**config.mk**
```make
export PLATFORM = sky130hd
export DESIGN_NAME = elevator_dispatcher
export DESIGN_NICKNAME = d
export VERILOG_FILES = /design/src/rtl/elevator_dispatcher.sv
export SDC_FILE = /design/constraint.sdc
export NUM_CORES = 1
export LEC_CHECK = 0
export CAP_MARGIN = 20
export CELL_PAD_IN_SITES_DETAIL_PLACEMENT = 1
export CELL_PAD_IN_SITES_GLOBAL_PLACEMENT = 1
export CORE_ASPECT_RATIO = 2
export CORE_MARGIN = 1
export CORE_UTILIZATION = 38
export DETAILED_ROUTE_END_ITERATION = 7
export PLACE_DENSITY = 0.8
export SYNTH_ARGS = -nofsm -noshare
export SYNTH_HDL_FRONTEND = slang
export SYNTH_SLANG_ARGS = --single-unit
```
**constraint.sdc**
```tcl
create_clock -name clk -period 2.5 [get_ports clk]
set_input_delay 0.5 -clock clk [delete_from_list [all_inputs] [get_ports clk]]
set_output_delay 0.5 -clock clk [all_outputs]
set_load 0.01 [all_outputs]
```
**src/rtl/elevator_dispatcher.sv**
```systemverilog
// Two-car, four-floor group dispatcher: latches hall calls, scans them round-robin,
// costs both cars and hands each call to the cheaper one until that car opens its door there.
module elevator_dispatcher #(
  parameter int MOVE_PENALTY = 4,
  parameter int COST_W       = 4
) (
  input  logic       clk,
  input  logic       rst,
  input  logic [5:0] hall_btn,
  input  logic [1:0] carA_floor,
  input  logic [1:0] carA_dir,
  input  logic       carA_door,
  input  logic       carA_en,
  input  logic [1:0] carB_floor,
  input  logic [1:0] carB_dir,
  input  logic       carB_door,
  input  logic       carB_en,
  output logic [5:0] hall_led,
  output logic [5:0] carA_call,
  output logic [5:0] carB_call,
  output logic       grant_vld,
  output logic       grant_car,
  output logic [2:0] grant_idx
);

  typedef enum logic [1:0] {IDLE, PICK, COST, GRANT} state_t;

  state_t              state, state_nxt;
  logic [5:0]          pend, asg_a, asg_b;
  logic [2:0]          rr_ptr;
  logic                tie_last;
  logic [2:0]          cur_p1;
  logic [COST_W-1:0]   cost_a_p2, cost_b_p2;

  logic                do_grant, win_b, tie;
  logic [5:0]          cur_oh, ret_a, ret_b, set_a, set_b, busy;

  function automatic logic [1:0] call_floor(input logic [2:0] idx);
    case (idx)
      3'd0:       return 2'd0;
      3'd1, 3'd2: return 2'd1;
      3'd3, 3'd4: return 2'd2;
      default:    return 2'd3;
    endcase
  endfunction

  function automatic logic [5:0] floor_mask(input logic [1:0] f);
    case (f)
      2'd0:    return 6'b000001;
      2'd1:    return 6'b000110;
      2'd2:    return 6'b011000;
      default: return 6'b100000;
    endcase
  endfunction

  function automatic logic [COST_W-1:0] car_cost(input logic [1:0] floor, input logic [1:0] dir,
                                                 input logic en, input logic [1:0] cf);
    logic [COST_W-1:0] c;
    if (!en) return '1;
    c = (floor > cf) ? COST_W'(floor - cf) : COST_W'(cf - floor);
    if ((dir == 2'b10 && cf < floor) || (dir == 2'b01 && cf > floor))
      c = c + COST_W'(MOVE_PENALTY);
    return c;
  endfunction

  function automatic logic [2:0] rr_pick(input logic [5:0] req, input logic [2:0] ptr);
    logic [2:0] sel;
    logic [3:0] s;
    logic       found;
    sel   = ptr;
    found = 1'b0;
    for (int i = 0; i < 6; i++) begin
      s = {1'b0, ptr} + 4'(i);
      if (s >= 4'd6) s = s - 4'd6;
      if (!found && req[s[2:0]]) begin
        sel   = s[2:0];
        found = 1'b1;
      end
    end
    return sel;
  endfunction

  // Winner selection: a lone enabled car wins outright, otherwise cheapest, ties alternate
  always_comb begin
    tie   = 1'b0;
    win_b = 1'b0;
    if (carA_en && !carB_en)       win_b = 1'b0;
    else if (!carA_en && carB_en)  win_b = 1'b1;
    else if (cost_b_p2 < cost_a_p2) win_b = 1'b1;
    else if (cost_a_p2 < cost_b_p2) win_b = 1'b0;
    else begin
      tie   = 1'b1;
      win_b = ~tie_last;
    end
  end

  assign do_grant = (state == GRANT) && (carA_en || carB_en);
  assign cur_oh   = 6'b000001 << cur_p1;
  assign ret_a    = carA_door ? floor_mask(carA_floor) : 6'b0;
  assign ret_b    = carB_door ? floor_mask(carB_floor) : 6'b0;
  assign set_a    = (do_grant && !win_b) ? cur_oh : 6'b0;
  assign set_b    = (do_grant &&  win_b) ? cur_oh : 6'b0;
  // A bit being retired this cycle no longer blocks a fresh press
  assign busy     = pend | (asg_a & ~ret_a) | (asg_b & ~ret_b);

  always_comb begin
    state_nxt = state;
    case (state)
      IDLE:    if (pend != 6'b0 && (carA_en || carB_en)) state_nxt = PICK;
      PICK:    state_nxt = COST;
      COST:    state_nxt = GRANT;
      default: state_nxt = IDLE;
    endcase
  end

  always_ff @(posedge clk or negedge rst) begin
    if (!rst) begin
      state    <= IDLE;
      pend     <= 6'b0;
      asg_a    <= 6'b0;
      asg_b    <= 6'b0;
      rr_ptr   <= 3'd0;
      tie_last <= 1'b1;
    end else begin
      state <= state_nxt;
      pend  <= (pend & ~(do_grant ? cur_oh : 6'b0)) | (hall_btn & ~busy);
      asg_a <= (asg_a | set_a) & ~ret_a;
      asg_b <= (asg_b | set_b) & ~ret_b;
      if (do_grant) begin
        rr_ptr <= (cur_p1 == 3'd5) ? 3'd0 : cur_p1 + 3'd1;
        if (tie && carA_en && carB_en) tie_last <= win_b;
      end
    end
  end

  // Stage p1: selected call; stage p2: per-car cost of that call
  always_ff @(posedge clk) begin
    if (state == PICK) cur_p1 <= rr_pick(pend, rr_ptr);
    if (state == COST) begin
      cost_a_p2 <= car_cost(carA_floor, carA_dir, carA_en, call_floor(cur_p1));
      cost_b_p2 <= car_cost(carB_floor, carB_dir, carB_en, call_floor(cur_p1));
    end
  end

  assign hall_led  = pend | asg_a | asg_b;
  assign carA_call = asg_a;
  assign carB_call = asg_b;
  assign grant_vld = do_grant;
  assign grant_car = do_grant & win_b;
  assign grant_idx = do_grant ? cur_p1 : 3'd0;

endmodule

```
* Word-level counts from Yosys, hierarchy flattened
Index checks and enable logic that the tools add are counted.
Storage, ports and cells: word-level logic and storage cells 193, bits in registers 35, output and inout port bits 23
Operators by class: shift operators 1, equality and inequality tests 17, $add $sub $neg 18, muxes and demuxes 73, magnitude comparators 20, reductions and logical operators 36, bitwise logic cells 19
Operators with widths (number):
- $mux 3 | 20
- $or 6x6->6 | 7
- $and 6x6->6 | 6
- $pmux 6 s3 | 2
- $mux 4 | 8
- $mux 6 | 5
- $mux 1 | 28
- $lt 3x4->1 const B | 6
- $not 6->6 | 4
- $ge 4x3->1 const B | 5
- $bmux 1 s3 | 6
- $sub 3x3->3 const B | 6
- $logic_and 1x1->1 | 17
- $eq 2x2->1 const B | 6
- $pmux 2 s3 | 2
- $sub 2x2->3 | 4
- $eq 2x1->1 const B | 5
- $add 3x2->4 const B | 2
- $add 3x3->4 const B | 2
- $add 4x3->4 const B | 2
- $gt 2x2->1 | 4
- $logic_not 1->1 | 8
- $lt 4x4->1 | 2
- $eq 3x2->1 const B | 2
- other kinds (17) | 25

* Logic depth before layout (Yosys ltp)
word-level depth 26, mapped depth 13, gate-level depth less buffers 13

* Worst setup path after synthesis
OpenSTA, ideal clock, no wires.
path kind register -> register, from reg rr_ptr[1], to reg cur_p1[1], data pin, data required time 2240 ps, path slack -258 ps, arrival 2497 ps, stages on the path, launching flop included 9, buffers on the path 0, cell sequence dfrtp_1 -> inv_1 -> ha_1 -> nor2b_1 -> o31a_1 -> o21a_1 -> nor3_1 -> nand4_2 -> mux2_4
Between the ends: cells in the longest elaborated chain, start to end 26, elaborated cells on any way between the ends 67, classes of those cells add/sub (11); order compare (6); mux (40); reduce/logical (10)
Ends and longest elaborated chain:
- from (decl) | RTL line 30 | logic [2:0] rr_ptr;
- from (signal assigned) | RTL line 130 | rr_ptr <= (cur_p1 == 3'd5) ? 3'd0 : cur_p1 + 3'd1;
- parallel branches: the longest is 25 deep, another holds $add 3x1->4
- $mux 3 * | RTL line 75 | if (!found && req[s[2:0]]) begin
- to (signal assigned) | RTL line 138 | if (state == PICK) cur_p1 <= rr_pick(pend, rr_ptr);
- to (decl) | RTL line 32 | logic [2:0] cur_p1;
Every way passes the cells marked *. The select of a mux whose other input is x is not followed. A chain may end at the register's enable or synchronous reset.

* Worst setup path in the final report
Ends and elaborated chain as after synthesis.

==> impl_metrics.ini <==
[floorplanning]
rows = 45
die_x_um = 64.85
initial_core_util = 0.3949
core-area_um2 = 7601
fp.dieH_um = 127.7
ios = 43
dieArea_um2 = 8280

[synthesis]
synth.area.top_cells = dfrtp_1 19%, ha_1 12%, edfxtp_1 11%
synthFlopType = dfrtp_1
syn_inst = 332
yosysWarnings = 0
synth_cell_type_count = 71
ys_seq_area_frac = 0.3105
yosysTopAreaCell = dfrtp_1
synthesis.nets = 384
avgSynthCellArea_um2 = 9.041
synth_top_area_frac = 0.1917
ys_ff_latch = 35
netlist_area_um2 = 3002
synth_edf_count = 11
async_reset_ff_frac = 0.6857

[sta]
rsz0062_at_grt = true
fin_crit_ps = 2610
skew_ps = 9.791
layout_setup_ws_ps = -110.0
hold_viol = 0
slew_headroom = 0.6124
setup_viol = 9
finalCritPeriodShare = 1.044
fmax_ghz = 0.3831
tightest_slew_ps = 576.9
finalMaxSlewViolations = 0

[layout]
final_util = 0.6123
nets = 514
syn2layout_area_growth_pct = 55.06
drive_above_1_share = 0.3780
diodes = 0

[power_and_ir_drop]
power.density_nw_per_um2 = 1731
irDropWorstVdd_mv = 0.7691
finalPower_w = 0.008055
leakage_nw = 2.031

[setup_path]
cpMaxStageDelayCell = or4_4
cp-start-kind = flip-flop
path_common_cell = buf_4
crit_required_ps = 2540
reg2reg_depth = 9
crit_fanout = 6
timing.rr.end = cur_p1[1]
crit_type = flip-flop to flip-flop
rr_startpoint = rr_ptr[1]
ff2ff_setup_slack_ps = -110
cpLargestDelayFamily = simple AND/OR/NAND/NOR gates
critical_path_arrival_ps = 2650
path_cells = buf_4 -> ha_2 -> a21oi_4 -> buf_4 -> and4_4 -> or4_4 -> nor2_4 -> nand4_4 -> mux2_4
cp_slowest_stage_delay_ps = 520
cp-end-kind = flip-flop
path_buf_inv = 2

[grt]
grt_pass1_wl_um = 18590
overflow = 0
grt_pass1_vias = 3614
grt_start_max_net_pins = 25
antenna_found_initial = 0
grt_usage = 0.3087

[clock_tree]
cts_root_buffer = clkbuf_16
cts_hold_buf = 0
cts_tree = yes
clockBufferDepth = 2
cts_inserted_buffers = 5
cts_max_level = 2
clk_pin_slew_ps = 60
clock_sinks = 35
worstSkewPairLatency_ps = 290

[outcome]
status = complete, but fails checks
violations = negative setup slack

[flow_run]
cap_viol_max_count = 0

[routing]
vias = 3264
wire_per_inst_um = 23.01
firstDrtPassIters = 4
drc = 0
ant_nets = 0
drtIter0Drc = 130
wl_um = 12820
avgViaCountPerCell = 5.860

[placement]
port_buffers = 42
hpwl_um = 8678
pre_cts_slack_ps = -319.5
place_congestion = 0.9048

[hold_path]
hold_end = tie_last
holdCritPathClass = flip-flop to flip-flop
hp-start = tie_last
hold_path_depth = 1
[power by group]
part / total [W] / internal [W] / switching [W]
registers: 0.00118 / 0.000908 / 0.000274
logic: 0.00620 / 0.00315 / 0.00305
clock network: 0.000668 / 0.000399 / 0.000268
[per-stage QoR]
stage / TNS (ps) / std cells / hold WS (ps) / area [µm²]
finish: -601.5 / 557 / 490.2 / 4654
global route: -1266 / 557 / 509.8 / 4654
CTS: -178.4 / 552 / 491.5 / 4458
detailed placement: -1720 / 536 / 486.3 / 4064
global placement: -783.7 / 536 / 478.5 / 4064
floorplan: -90.78 / 332 / 204.4 / 3028
[cells by family after synthesis]
| family | after synthesis | share of synthesized area |
|---|---|---|
| adders and majority gates | 34 | 0.1501 |
| AOI/OAI and AO/OA | 83 | 0.1838 |
| muxes | 12 | 0.04544 |
| and+or+nand+nor | 120 | 0.2209 |
| buffers and inverters | 39 | 0.06294 |
| DFF | 35 | 0.3105 |
| xor gates and xnor gates | 9 | 0.02626 |
[routing by layer]
metal | vias to the layer above | track usage | share of wire
met2 | 139 | 0.6134 | 0.59
met1 | 1607 | 0.2578 | 0.30
met4 | 0 | 0.2392 | 0.075
met3 | 62 | 0.03559 | 0.029
li1 | 1456 | - | -
met5 | - | 0 | 0
[cell usage after synthesis, types with 2 or more instances]
cell type / n
xnor2_1: 7
nand2b_1: 7
a21oi_1: 17
o32ai_1: 2
a22oi_1: 5
nor2b_1: 8
dfrtp_1: 23
buf_6: 2
nor3_1: 6
mux2_4: 2
o21ai_0: 20
o211ai_1: 2
nand2_1: 23
clkbuf_1: 3
mux2i_1: 7
a21o_1: 2
and2b_2: 2
edfxtp_1: 11
inv_1: 31
o21ai_1: 2
a31oi_1: 6
nor4_1: 5
a211oi_1: 4
maj3_1: 2
o22ai_1: 2
a21boi_0: 2
nor2_1: 19
and2_1: 5
or3_1: 8
xor2_1: 2
and3_1: 9
ha_1: 28
o21a_1: 5
nand3_1: 13
fa_1: 4
[repair_timing]
| action | 4_1_cts | 5_1_grt |
|---|---|---|
| resized for setup | 50 | 37 |
| pin swaps | 10 | 26 |
| setup buffers | 8 | 6 |
| setup endpoints to repair | 12 | 14 |
[worst max-delay path by stage]
| stage | start | depth (start not counted) | endpoint | slack [ps] |
|---|---|---|---|---|
| floorplan | rr_ptr[0] | 11 | cur_p1[1] | -90 |
| global placement | rr_ptr[1] | 11 | cur_p1[1] | -210 |
| detailed placement | rr_ptr[1] | 9 | cur_p1[1] | -320 |
| CTS | rr_ptr[1] | 8 | cur_p1[1] | -60 |
| global route | rr_ptr[1] | 13 | cur_p1[0] | -190 |
| finish | rr_ptr[1] | 9 | cur_p1[1] | -110 |
[flip-flops by register name, summed over array words and instances, names as in the netlist]
signal     cells
cost_a_p2      4
state          2
pend           6
carA_call      6
tie_last       1
rr_ptr         3
cur_p1         3
cost_b_p2      4
carB_call      6
[cell type report]
type	count	area, µm²
sequential	35	934.6
clock buffer	7	142.6
multi-input combinational	258	2218
fill	857	2947
clock inverter	1	8.758
inverter	31	121.4
timing repair buffer	131	1111
tap	94	117.6
[cell usage in the layout (no fill, tap or decap), types with 9 or more instances in the layout]
cell / Yosys / final
ha_1: 28 / 16
and3_1: 9 / 9
nand3_1: 13 / 13
nand2_1: 23 / 22
a21oi_1: 17 / 15
edfxtp_1: 11 / 11
clkdlybuf4s50_1: 0 / 39
o21ai_0: 20 / 16
buf_4: 0 / 81
nor2_1: 19 / 17
dfrtp_1: 23 / 21
inv_1: 31 / 26
[worst register-to-register path: stages, from the launching register on]
cell and delay [ps]:
dfrtp_2 430, buf_4 210, ha_2 270, a21oi_4 70
buf_4 140, and4_4 150, or4_4 520, nor2_4 140
nand4_4 130, mux2_4 320
Power figures use the tool's default switching activity.
==> patch: new RTL, same flow settings <==
Set the parameter `COST_W` to 6 (it was 4).
--- a/src/rtl/elevator_dispatcher.sv
+++ b/src/rtl/elevator_dispatcher.sv
@@ -4,3 +4,3 @@
   parameter int MOVE_PENALTY = 4,
-  parameter int COST_W       = 4
+  parameter int COST_W       = 6
 ) (
Check against the original RTL: same outputs for any inputs over 10 cycles, from zero or initial values and one cycle with rst low; that may be too few to reach the edited logic, so the function may still have changed.
==> patch against the unedited design <==
  * Power shrank 10%
  * Non-clock buffer count shrank 25
  * Synthesized area grew 0.79%
  * Sequential power grew 4%
  * Final cell count shrank 4.5%
  * Setup slack gained 0.11 ns
  * Register-to-register slack gained 0.12 ns
  * Clock power shrank 9.4%
  * Sequential cell count is the same
  * Count of clock-buffer cells in the layout is the same
  * Synthesized cell count grew 0.90%
  * Design area shrank 3.9%
  * Routed wire length shrank 14%
==> patch: results (changes against the unedited design) <==
- Layout cells sized above 1: 31.5% (was 37.8%)
- Critical Path AT: 2.00 ns (was 2.65 ns)
- Mapped Nets: 385 (was 384)
- Num CTS Buffers: 5 (unchanged)
- Total GRT Usage: 27.3% (was 30.9%)
- EDFF count, synth: 11 (unchanged)
- Worst Max-Slew Pin Slew: 0.411 ns (was 0.577 ns)
- Routed Antenna Nets: 0 (unchanged)
- Ys flop type: dfrtp_1 (unchanged)
- Final #Nets: 487 (was 514)
- DP HPWL: 8290 µm (was 8680 µm)
- Outcome: finished clean (was finished with violations)
- Lkg Pwr: 0.00192 µW (was 0.00203 µW)
- GPL Wtd Cong: 0.919 (was 0.905)
- Root Buffer: clkbuf_16 (unchanged)
- Post-synthesis sequential area ratio: 30.8% (was 31.1%)
- Final hold vios: 0 (unchanged)
- Synth top area cells: dfrtp_1, edfxtp_1, ha_1, nand2_1, inv_1 (was dfrtp_1, ha_1, edfxtp_1, inv_1, o21ai_0)
- Count of cell types in the netlist: 62 (was 71)
- Worst Clk Skew: 0.00222 ns (was 0.00979 ns)
- CP max FO: 3 (was 6)
- Layout fillers: 899 (was 857)
- Post-synth top cells: nand2_1, ha_1, inv_1, dfrtp_1, nor2_1 (was inv_1, ha_1, dfrtp_1, nand2_1, o21ai_0)
- Routed WL per cell: 20.8 µm (was 23.0 µm)
- Vias in the first global route: 3307 (was 3614)
- VDD IR max: 0.679 mV (was 0.769 mV)
- First-pass GRT wire length: 16700 µm (was 18600 µm)
- Synth async-reset ratio: 68.6% (unchanged)
- Routed vias: 3030 (was 3264)
- H-tree Lvls: 2 (unchanged)
- Synth warn: 0 (unchanged)
- Initial antenna violation count: 0 (unchanged)
- Initial DRC Count: 68 (was 130)
- Clock transition at path regs: 0.05 ns
- Worst skew pair latency: 0.28 ns
[patch: cell types whose count changed in the layout (fill, tap and decap cells not counted), moves of 5 or more]
cell,unedited run,this run
and3_1,9,4
inv_1,26,21
nand2_1,22,34
buf_4,81,58
[patch: power breakdown]
group | internal, µW | switching, µW | total (µW)
Combinational | 2650 | 2750 | 5400
Clock | 368 | 237 | 605
Sequential | 914 | 318 | 1230
[patch: logic make-up after synthesis]
group | share of synthesized area (%)
AO/OA/AOI/OAI | 22.6
XOR/XNOR | 2.28
adder cells (fa/ha/maj) | 13.4
buffers and inverters | 5.00
flip-flops | 30.8
multiplexers | 6.24
AND/OR/NAND/NOR | 19.7
[patch: worst max-delay path, stage by stage]
cell and delay [ns]:
clkdlybuf4s50_1 0.53, o21ai_2 0.09, nor2_1 0.26, clkdlybuf4s50_1 0.61
[patch: final timing paths]
kind | start | endpoint | slack [ns] | depth (start not counted)
setup / recovery | carA_en | grant_idx[2] | 0.003 | 4
hold / removal | tie_last | tie_last | 0.52 | 2
max in group asynchronous | rst | tie_last | 1.61 | 2
setup reg to reg | rr_ptr[2] | cur_p1[2] | 0.01 | 9
hold reg to reg | tie_last | tie_last | 0.52 | 2
min in group asynchronous | rst | carA_call[0] | 0.59 | 2
[patch: through the flow]
stage               cells  power (µW)  setup WS (ns)  cell area (µm²)  TNS (ns)
global route          532        7740        -0.0973             4470    -0.242
floorplan             335        3860        -0.0371             3030   -0.0458
global placement      513        5380         -0.108             3910    -0.341
finish                532        7240        0.00280             4470         0
CTS                   524        6530       -0.00964             4170  -0.00964
detailed placement    513        5580         -0.165             3910    -0.934
[patch: timing repair]
item | in CTS | in global routing
endpoints found under the hold margin | 0 | 0
buffers inserted | 3 | 8
setup endpoints to repair | 12 | 13
pin swaps | 8 | 20
resized for setup | 31 | 44
[patch: per-layer routing]
metal | track usage, % | part of all wire, %
met1 | 23.7 | 31
met2 | 55.1 | 60
met3 | 2.76 | 2.1
met4 | 17.9 | 6.8
met5 | 0 | 0
[patch: layout make-up]
| type | instances | area (µm²) | area share [%] |
|---|---|---|---|
| inverters | 25 | 96.3 | 2.15 |
| well taps | 94 | 118 | 2.63 |
| multi-input cells | 264 | 2250 | 50.3 |
| clock buffers | 7 | 133 | 2.97 |
| flip-flops and latches | 35 | 936 | 20.9 |
| repair buffers | 106 | 933 | 20.9 |
| clock inverters | 1 | 5.00 | 0.112 |
